$ cat src/rtl/cordic_iter_ctrl.sv
// cordic_iter_ctrl
//   Sequencer for an iterative rotation-mode CORDIC engine. Accepts a target
//   angle on a start handshake and folds it into the convergence range
//   (|z| <= pi/2). It then steps the external x/y shift-add datapath through
//   ITERATIONS micro-rotations. This block owns the residual-angle (z)
//   register and the arctangent ROM.
//
// Ports
//   clk           clock, rising edge
//   rst_in        asynchronous active-high reset
//   start_in      start request, accepted only while ready_out=1
//   angle_in      signed binary angle (2^(WIDTH-1) = pi), sampled on accept
//   ready_out     high in IDLE
//   busy_out      high in LOAD, ITER and DONE
//   load_en_out   one-cycle pulse in LOAD; datapath loads x0/y0
//   quad_flip_out registered; datapath negates x0/y0 on load when set
//   iter_en_out   high during ITER; datapath performs a shift-add
//   shift_out     current iteration index (0 outside ITER)
//   dir_out       1 = counter-clockwise (z >= 0), 0 = clockwise (0 outside ITER)
//   z_out         residual angle, registered
//   done_out      one-cycle pulse in DONE; z_out is final in that cycle

module cordic_iter_ctrl #(
  parameter int unsigned  WIDTH      = 16,
  parameter int unsigned  ITERATIONS = 12,
  localparam int unsigned CntW       = (ITERATIONS > 1) ? $clog2(ITERATIONS) : 1
) (
  input  logic             clk,
  input  logic             rst_in,
  input  logic             start_in,
  input  logic [WIDTH-1:0] angle_in,
  output logic             ready_out,
  output logic             busy_out,
  output logic             load_en_out,
  output logic             quad_flip_out,
  output logic             iter_en_out,
  output logic [CntW-1:0]  shift_out,
  output logic             dir_out,
  output logic [WIDTH-1:0] z_out,
  output logic             done_out
);

  localparam logic [CntW-1:0]  LastIter   = CntW'(ITERATIONS - 1);
  localparam logic [WIDTH-1:0] QuarterPos = WIDTH'(1) << (WIDTH - 2);
  localparam logic [WIDTH-1:0] QuarterNeg = -QuarterPos;

  // The ROM holds the exact 16-bit-angle values; other widths rescale them.
  // Narrower widths round the scaled value, wider widths only shift.
  localparam int unsigned ShUp   = (WIDTH >= 16) ? WIDTH - 16 : 0;
  localparam int unsigned ShDn   = (WIDTH < 16) ? 16 - WIDTH : 0;
  localparam logic [47:0] RndAdd = (48'd1 << ShDn) >> 1;

  function automatic logic [WIDTH-1:0] atan_rom(input logic [CntW-1:0] idx);
    logic [47:0] base;
    case (int'(idx))
      0:       base = 48'd8192;
      1:       base = 48'd4836;
      2:       base = 48'd2555;
      3:       base = 48'd1297;
      4:       base = 48'd651;
      5:       base = 48'd326;
      6:       base = 48'd163;
      7:       base = 48'd81;
      8:       base = 48'd41;
      9:       base = 48'd20;
      10:      base = 48'd10;
      11:      base = 48'd5;
      12:      base = 48'd3;
      13:      base = 48'd1;
      14:      base = 48'd1;
      default: base = 48'd0;
    endcase
    return WIDTH'(((base + RndAdd) >> ShDn) << ShUp);
  endfunction

  typedef enum logic [1:0] {StIdle, StLoad, StIter, StDone} state_e;

  state_e           r_state, w_state_next;
  logic [CntW-1:0]  r_cnt, w_cnt_next;
  logic [WIDTH-1:0] r_z, w_z_next;
  logic             r_quad_flip, w_quad_flip_next;
  logic             w_fold;
  logic [WIDTH-1:0] w_atan;

  assign z_out         = r_z;
  assign quad_flip_out = r_quad_flip;

  // Angles strictly beyond +-pi/2 are rotated by pi; the datapath negates x0/y0
  // to compensate. Adding pi modulo 2^WIDTH is just an MSB flip.
  assign w_fold = ($signed(angle_in) > $signed(QuarterPos)) ||
                  ($signed(angle_in) < $signed(QuarterNeg));
  assign w_atan = atan_rom(r_cnt);

  always_ff @(posedge clk or posedge rst_in) begin
    if (rst_in) begin
      r_state     <= StIdle;
      r_cnt       <= '0;
      r_z         <= '0;
      r_quad_flip <= 1'b0;
    end else begin
      r_state     <= w_state_next;
      r_cnt       <= w_cnt_next;
      r_z         <= w_z_next;
      r_quad_flip <= w_quad_flip_next;
    end
  end

  always_comb begin
    w_state_next     = r_state;
    w_cnt_next       = '0;
    w_z_next         = r_z;
    w_quad_flip_next = r_quad_flip;
    ready_out        = 1'b0;
    busy_out         = 1'b0;
    load_en_out      = 1'b0;
    iter_en_out      = 1'b0;
    shift_out        = '0;
    dir_out          = 1'b0;
    done_out         = 1'b0;

    unique case (r_state)
      StIdle: begin
        ready_out = 1'b1;
        if (start_in) begin
          w_state_next     = StLoad;
          w_quad_flip_next = w_fold;
          w_z_next         = w_fold ? {~angle_in[WIDTH-1], angle_in[WIDTH-2:0]} : angle_in;
        end
      end
      StLoad: begin
        busy_out     = 1'b1;
        load_en_out  = 1'b1;
        w_state_next = StIter;
      end
      StIter: begin
        busy_out    = 1'b1;
        iter_en_out = 1'b1;
        shift_out   = r_cnt;
        dir_out     = ~r_z[WIDTH-1];
        // Rotate towards zero residual; two's-complement wrap is intended.
        w_z_next    = dir_out ? (r_z - w_atan) : (r_z + w_atan);
        if (r_cnt == LastIter) begin
          w_state_next = StDone;
        end else begin
          w_cnt_next = r_cnt + 1'b1;
        end
      end
      StDone: begin
        busy_out     = 1'b1;
        done_out     = 1'b1;
        w_state_next = StIdle;
      end
      default: begin
        w_state_next = StIdle;
      end
    endcase
  end

endmodule

$ cat config.mk
export PLATFORM = sky130hd
export DESIGN_NAME = cordic_iter_ctrl
export DESIGN_NICKNAME = d
export VERILOG_FILES = /design/src/rtl/cordic_iter_ctrl.sv
export SDC_FILE = /design/constraint.sdc
export NUM_CORES = 1
export LEC_CHECK = 0
export CORE_MARGIN = 3
export CORE_UTILIZATION = 50
export DETAILED_ROUTE_END_ITERATION = 8
export HOLD_SLACK_MARGIN = 0.1
export PLACE_DENSITY = 0.73
export RECOVER_POWER = 25
export SLEW_MARGIN = 5
export SYNTH_ARGS = -nofsm -noshare
export SYNTH_HDL_FRONTEND = slang
export SYNTH_SLANG_ARGS = --single-unit
$ cat constraint.sdc
create_clock -name clk -period 5.4 [get_ports clk]
set_clock_uncertainty 0.1 [all_clocks]
set_input_delay 0.81 -clock clk [delete_from_list [all_inputs] [get_ports clk]]
set_output_delay 0.81 -clock clk [all_outputs]
set_load 0.1 [all_outputs]
=== After elaboration in Yosys (flattened, before gate mapping) ===
Memory sizes are Yosys's and may differ from the RTL's.
Index checks and enable logic that the tools add are counted.

* Bits in registers: 23
* Bits in read-only memories: 224
* Input bits: 19
* Output and inout port bits: 27
* Logic and storage cells: 41
* Memories: 1

* $add $sub $neg: 3
* Order comparisons: 2
* Eq/ne operators: 6
* Multiplexer cells: 16
* Bitwise logic cells: 2
* Reductions and logical operators: 7

{| class="wikitable"
|+ Memories
! name !! words !! width !! read ports !! clocked after memory_dff !! wr ports !! line !! text
|-
| (name not given) || 16 || 14 || 1 || 0 || 0 || 55 || <nowiki>case (int'(idx))</nowiki>
|}

{| class="wikitable"
|+ Operators with widths
! operator !! number
|-
| $mux 16 || 3
|-
| $pmux 16 s2 || 1
|-
| $add 16x16->16 || 1
|-
| $gt 16x16->1 const B || 1
|-
| $lt 16x15->1 const B || 1
|-
| $sub 16x16->16 || 1
|-
| $mux 4 || 3
|-
| $pmux 2 s4 || 1
|-
| $mux 1 || 6
|-
| $reduce_and 2->1 || 3
|-
| $add 4x1->4 const B || 1
|-
| $eq 2x2->1 const B || 2
|-
| $eq 4x4->1 const B || 1
|-
| $mux 2 || 2
|-
| $ne 2x2->1 const B || 2
|-
| $reduce_or 3->1 || 1
|-
| $eq 2x1->1 const B || 1
|-
| $logic_not 2->1 || 1
|-
| $not 1->1 || 2
|-
| $reduce_bool 2->1 || 1
|-
| $logic_or 1x1->1 || 1
|}

=== Logic depth before layout (Yosys ltp) ===
Gate-level depths: netlist of the first run.

* Depth after elaboration: 5
* Mapped depth: 18

=== Worst setup path after synthesis of the first run ===
OpenSTA, ideal clock, no wires.

* Path type: reg2out
* Start point: reg r_state[0]
* End point: out dir_out
* Data arrival time: 3.168 ns
* Data required time: 4.490 ns
* Path slack: 1.322 ns
* Cell stages (with the launch flop): 7
* Path buffers: 2
* Path through: dfrtp_1 inv_1 ha_1 inv_1 clkbuf_1 clkbuf_1 nor2_1

* Word-level cells in the longest chain between the ends: 2

{| class="wikitable"
|+ RTL lines
! element !! line !! text
|-
| start: declaration || 78 || <nowiki>state_e r_state, w_state_next;</nowiki>
|-
| start signal: assignment || 96 || <nowiki>r_state <= StIdle;</nowiki>
|-
| start signal: assignment || 101 || <nowiki>r_state <= w_state_next;</nowiki>
|-
| $eq 2x2->1 || 121 || <nowiki>unique case (r_state)</nowiki>
|-
| $mux 1 || 121 ||
|-
| end: declaration || 38 || <nowiki>output logic dir_out,</nowiki>
|}

No other way between the ends.

=== Worst setup path after layout of the first run ===
* Start point: reg r_cnt[0]
* End point: reg r_z[15] (netlist: z_out[15])

* Word-level cells in the longest chain between the ends: 4

{| class="wikitable"
|+ RTL lines
! element !! line !! text
|-
| start: declaration || 79 || <nowiki>logic [CntW-1:0] r_cnt, w_cnt_next;</nowiki>
|-
| start signal: assignment || 102 || <nowiki>r_cnt <= w_cnt_next;</nowiki>
|-
| $mem_v2 16x14 * || - ||
|-
| $sub 16x16->16 / $add 16x16->16 (equally long branches) || 141 || <nowiki>w_z_next = dir_out ? (r_z - w_atan) : (r_z + w_atan);</nowiki>
|-
| $mux 16 * || 141 ||
|-
| $pmux 16 s2 * || 121 ||
|-
| end signal: assignment || 103 || <nowiki>r_z <= w_z_next;</nowiki>
|-
| end: declaration || 80 || <nowiki>logic [WIDTH-1:0] r_z, w_z_next;</nowiki>
|}

Every way passes the cells marked *; elsewhere a longest branch is shown, timed or not.
A chain may end at the register's enable or synchronous reset.

==> results of run 1 <==
worst max-delay path by stage:
stage / slack, ns / cells past startpoint / end
2_1_floorplan: 1.32 / 6 / dir_out
3_3_place_gp: 1.38 / 15 / z_out[14]
3_5_place_dp: 1.24 / 16 / z_out[15]
4_1_cts: 1.22 / 16 / z_out[15]
5_1_grt: 0.93 / 16 / z_out[15]
6_report: 1.22 / 16 / z_out[15]
cell type report:
type	instances	area (um^2)
fillers	450	1752
clock buffers	4	45.04
repair buffers	47	465.4
multi-input cells	270	1886
flip-flops and latches	23	575.6
well taps	67	83.83
inverters	11	41.29
flip-flops by register name, summed over array words and instances, names as in the netlist:
signal / count
quad_flip_out: 1
r_cnt: 4
r_state: 2
z_out: 16
critical path: cells and delay by family, from the launching register on:
family | cells | cell delay, ns
AND/OR/NAND/NOR | 5 | 0.97
flip-flops | 1 | 0.56
buffers and inverters | 1 | 0.18
AO/OA/AOI/OAI | 6 | 1.21
multiplexers | 1 | 0.27
adder cells (fa/ha/maj) | 2 | 0.63
XOR/XNOR | 1 | 0.14
layout by cell type (no fill, tap or decap), types with 11 or more instances in the layout:
master and instances:
clkdlybuf4s50_1 44, a21oi_1 41, nand2_1 32, nor2_1 31
ha_1 31, dfrtp_1 23, o21ai_0 16, xor2_1 15
xnor2_1 11
routing by layer:
layer / GRT usage [%] / wire (um) / vias to the layer above
met1: 30.68 / 3093 / 1125
met3: 3.132 / 268 / 8
li1: - / - / 1198
met5: 0 / 0 / -
met2: 38.44 / 3209 / 57
met4: 3.381 / 115 / 0
logic make-up after synthesis:
group	after synthesis
buffers and inverters	25
adder cells (fa/ha/maj)	32
multiplexers	12
XOR/XNOR	26
AO/OA/AOI/OAI	90
AND/OR/NAND/NOR	110
flip-flops	23
through the flow:
step | instances | worst slack (ns) | cell area [um^2] | hold slack [ns]
final | 422 | 1.223 | 3097 | 0.3942
after global routing | 422 | 0.9300 | 3097 | 0.4398
after CTS | 422 | 1.222 | 3097 | 0.4011
after detailed placement | 418 | 1.241 | 3052 | 0.3813
after global placement | 418 | 1.385 | 3052 | 0.3703
after floorplan | 318 | 1.322 | 2570 | 0.4168
==> impl_metrics.yaml, run 1 <==
run_status:
  status: "finished, final reports clean"
sta:
  fin_setup_tns_ns: 0
  min_period_ns: 4.177
  slew_headroom_pct: 34.35
  rsz0062_at_grt: "no"
  hold_violations: 0
  finalSetupViolCount: 0
  worst_pin_slew_ns: 0.9817
  fin_crit_sh_pct: 77.36
  maxSlewViolCount: 0
  fmax_mhz: 239.4
critical_path:
  critPathLaunchType: "flip-flop"
  r2r-end: "z_out[15]"
  worst_path_most_repeated_cell: "ha_1"
  slowest_stage: "dfrtp_1"
  cp-startpoint: "r_cnt[0]"
  r2r_slack_ns: 1.22
  cp.required_ns: 5.45
  critPathArrivalTime_ns: 4.22
  r2r-start: "r_cnt[0]"
  worstRegToRegCells: 16
  path_class: "reg -> reg"
  path_cells: "inv_1 -> ha_1 -> mux2_4 -> o211ai_2 -> and2_4 -> nand4b_4 -> nor2_4 -> a211oi_1 -> a311o_1 -> ha_1 -> and2_1 -> and3_1 -> a221o_1 -> a31oi_1 -> xnor2_1 -> a21oi_1"
  cpPeakStageDelay_ns: 0.56
  crit_fanout: 10
  critPathCaptureType: "flip-flop"
yosys:
  synthDistinctLibCells: 58
  yosysWarnings: 0
  synth-xor-area-share_pct: 8.861
  synth.top_cell.area_share_pct: 22.40
  synth_most_common_cell: "a21oi_1"
  synth-edff-count: 0
  synth-compound-area-share_pct: 21.42
  ys_seq_elements: 23
  synth_nets: 369
  yosys.area_share.adder_pct: 15.87
  synth_top_family_by_area: "simple AND/OR/NAND/NOR gates"
  ys_seq_area_share_pct: 22.40
  yosys-top-cells-area: "dfrtp_1 22%, ha_1 15%, a21oi_1 8.0%, xor2_1 5.1%, nand2_1 4.7%"
  synth_common_cells: "41 x a21oi_1, 32 x nand2_1, 31 x ha_1, 31 x nor2_1, 23 x dfrtp_1"
  synth_top_area_cell: "dfrtp_1"
  avgSynthCellArea_um2: 8.082
  synthFlopType: "dfrtp_1"
  yosys.area_share.simple_pct: 21.86
  muxShareOfSynthArea_pct: 5.355
  synthCells: 318
  mappedNetlistArea_mm2: 0.002570
  ys_async_sr_fraction_pct: 100.0
route:
  drc: 0
  dr.pass1.iters: 4
  routed_wl_um: 6686
  first_iter_violations: 145
  vias: 2388
  viasPerCell: 5.659
  wl_per_cell_um: 15.84
  antenna_left: 0
worst_hold_path:
  whs_endpoint: "quad_flip_out"
  min_from: "quad_flip_out"
  holdPathStages: 2
  hold_class: "reg -> reg"
clocking:
  hold_buffers: 0
  clock_latency_ns: 0.27
  clkSinkCount: 23
  clk_pin_slew_worst_paths_ns: 0.09
  cts_resized: 0
  clockRootBuffer: "clkbuf_8"
  numCtsBuffers: 3
  cts_tree: "built"
  post_cts_buffers: 0
  h-tree-depth: 1
  clockBufferDepth: 2
placement:
  numPortBuffers: 45
  dp_hpwl_um: 5187
  gp_congestion: 0.9678
floorplan:
  num_rows: 25
  dieWidth_um: 77.70
  die_area_mm2: 0.006037
  coreArea_mm2: 0.004848
  start_util_pct: 53.01
  ios: 46
  die_h_um: 77.70
grt:
  grt_use_total_pct: 22.50
  overflow: 0
  grt_pass1_vias: 2324
  antenna_found_initial: 0
  grt_first_pass_wirelength_um: 11150
  grt_max_degree: 24
run:
  drv_cap: 0
finish:
  drive_gt1_share_pct: 5.352
  synthToLayoutAreaGrowth_pct: 20.50
  nNetsFinal: 407
  n_antenna_cell: 0
  fin_util_pct: 63.87
Power of run 1 is left out: the tool's default activity adds up to more than one toggle a clock period on the data nets, which glitch-free logic cannot reach.
==> inputs of run 2 (changes only) <==
--- a/config.mk
+++ b/config.mk
@@ -6,10 +6,10 @@
 export NUM_CORES = 1
 export LEC_CHECK = 0
 export CORE_MARGIN = 3
-export CORE_UTILIZATION = 50
+export CORE_UTILIZATION = 49
 export DETAILED_ROUTE_END_ITERATION = 8
 export HOLD_SLACK_MARGIN = 0.1
-export PLACE_DENSITY = 0.73
+export PLACE_DENSITY = 0.75
 export RECOVER_POWER = 25
 export SLEW_MARGIN = 5
 export SYNTH_ARGS = -nofsm -noshare
==> constraint.sdc (replaced) <==
create_clock -name clk -period 3.5 [get_ports clk]
set_clock_uncertainty 0.1 [all_clocks]
set_input_delay 0.525 -clock clk [delete_from_list [all_inputs] [get_ports clk]]
set_output_delay 0.525 -clock clk [all_outputs]
set_load 0.1 [all_outputs]
==> impl_metrics.yaml, run 2 (synthesized netlist as in run 1, its figures left out) <==
sta:
  fin_setup_tns_ns: -0.4911
  maxSlewViolCount: 0
  rsz0062_at_grt: "yes"
  slew_headroom_pct: 25.89
  setup_ws_ns: -0.1538
  hold_violations: 0
  fin_hold_ws_ns: 0.4120
  fmax_mhz: 273.7
  min_period_ns: 3.654
  finalSetupViolCount: 7
  fin_crit_sh_pct: 104.4
  worst_pin_slew_ns: 1.112
critical_path:
  path_class: "reg -> reg"
  cp-startpoint: "r_cnt[1]"
  cp.required_ns: 3.54
  worstRegToRegCells: 15
  r2r_slack_ns: -0.15
  crit_path_end: "z_out[15]"
  r2r-end: "z_out[15]"
  critPathCaptureType: "flip-flop"
  r2r-start: "r_cnt[1]"
  crit_fanout: 7
  critPathLaunchType: "flip-flop"
  critPathArrivalTime_ns: 3.70
worst_hold_path:
  hold_class: "reg -> reg"
floorplan:
  die_area_mm2: 0.006150
  ios: 46
  start_util_pct: 52.67
  die_h_um: 78.42
  coreArea_mm2: 0.004880
  num_rows: 25
  dieWidth_um: 78.42
finish:
  seqCellArea_um2: 579.3
  multiInputGateArea_mm2: 0.002133
  synthToLayoutAreaGrowth_pct: 44.16
  num-fill-cells: 380
  layout_common_cells: "55 x buf_4, 33 x clkdlybuf4s50_1, 32 x nand2_1, 30 x a21oi_1, 29 x nor2_1"
  n_antenna_cell: 0
  nNetsFinal: 453
  final_common_cell: "buf_4"
  drive_gt1_share_pct: 28.93
  largest_reg_flops: 16
  fin_util_pct: 75.92
route:
  antenna_left: 0
  first_iter_violations: 138
  vias: 2687
  drc: 0
  dr.pass1.iters: 4
  routed_wl_um: 7631
  viasPerCell: 5.741
  wl_per_cell_um: 16.31
clocking:
  clockRootBuffer: "clkbuf_8"
  clk_pin_slew_worst_paths_ns: 0.09
  hold_buffers: 0
  clock_latency_ns: 0.27
  clkSinkCount: 23
  h-tree-depth: 1
  clockBufferDepth: 2
  cts_tree: "built"
  numCtsBuffers: 3
run:
  drv_cap: 0
placement:
  dp_hpwl_um: 5610
  gp_congestion: 0.9085
  numPortBuffers: 45
grt:
  grt_use_total_pct: 24.34
  antenna_found_initial: 0
  grt_first_pass_wirelength_um: 12160
  grt_max_degree: 24
  grt_pass1_vias: 2603
  overflow: 0
run_status:
  status: "finished with violations"
  violations: "setup timing"
## run 2: critical path, stage by stage (launching register included)
cell and delay, ns:
dfrtp_2 0.49, inv_4 0.11, ha_4 0.20, mux4_2 0.51, and2_4 0.18, nand4b_4 0.12
nor2_2 0.07, nor2_4 0.16, xor2_1 0.22, ha_1 0.31, a21oi_2 0.22, o21ai_2 0.11
a221o_1 0.32, a31oi_1 0.19, xnor2_1 0.14, a21oi_1 0.08
## run 2: worst min path at each step
stage | start | to | slack, ns | cells past startpoint
6_report | quad_flip_out | quad_flip_out | 0.41 | 2
2_1_floorplan | r_state[0] | r_state[0] | 0.42 | 1
3_3_place_gp | quad_flip_out | quad_flip_out | 0.38 | 2
3_5_place_dp | quad_flip_out | quad_flip_out | 0.38 | 2
5_1_grt | quad_flip_out | quad_flip_out | 0.46 | 2
4_1_cts | quad_flip_out | quad_flip_out | 0.41 | 2
## run 2: final cells by class
type / count / share of cell area [%]
Clock buffer: 4 / 1.216
Tap cell: 67 / 2.263
Timing Repair Buffer: 93 / 22.05
Inverter: 11 / 1.250
Multi-Input combinational cell: 270 / 57.58
Sequential cell: 23 / 15.64
## run 2: metrics by stage
step	setup WS [ns]	instance area, um^2	std cells
after floorplan	-0.2929	2620	318
after global placement	-0.06289	3420	459
after detailed placement	-0.1058	3420	459
after CTS	-0.1033	3493	465
after global routing	-0.3140	3705	468
final	-0.1538	3705	468
## run 2: timing repair
action / in CTS / in global routing
resized for setup: 4 / 40
pin swaps: 6 / 22
setup buffers: 2 / 3
endpoints found under the setup margin: 6 / 10
## run 2: routing by layer
metal | vias up | wire length, um | track usage [%]
met4 | 0 | 76 | 4.021
met3 | 8 | 481 | 2.064
met1 | 1288 | 3371 | 33.21
met5 | - | 0 | 0
met2 | 92 | 3702 | 42.64
li1 | 1299 | - | -
Power of run 2 is left out for the same reason.
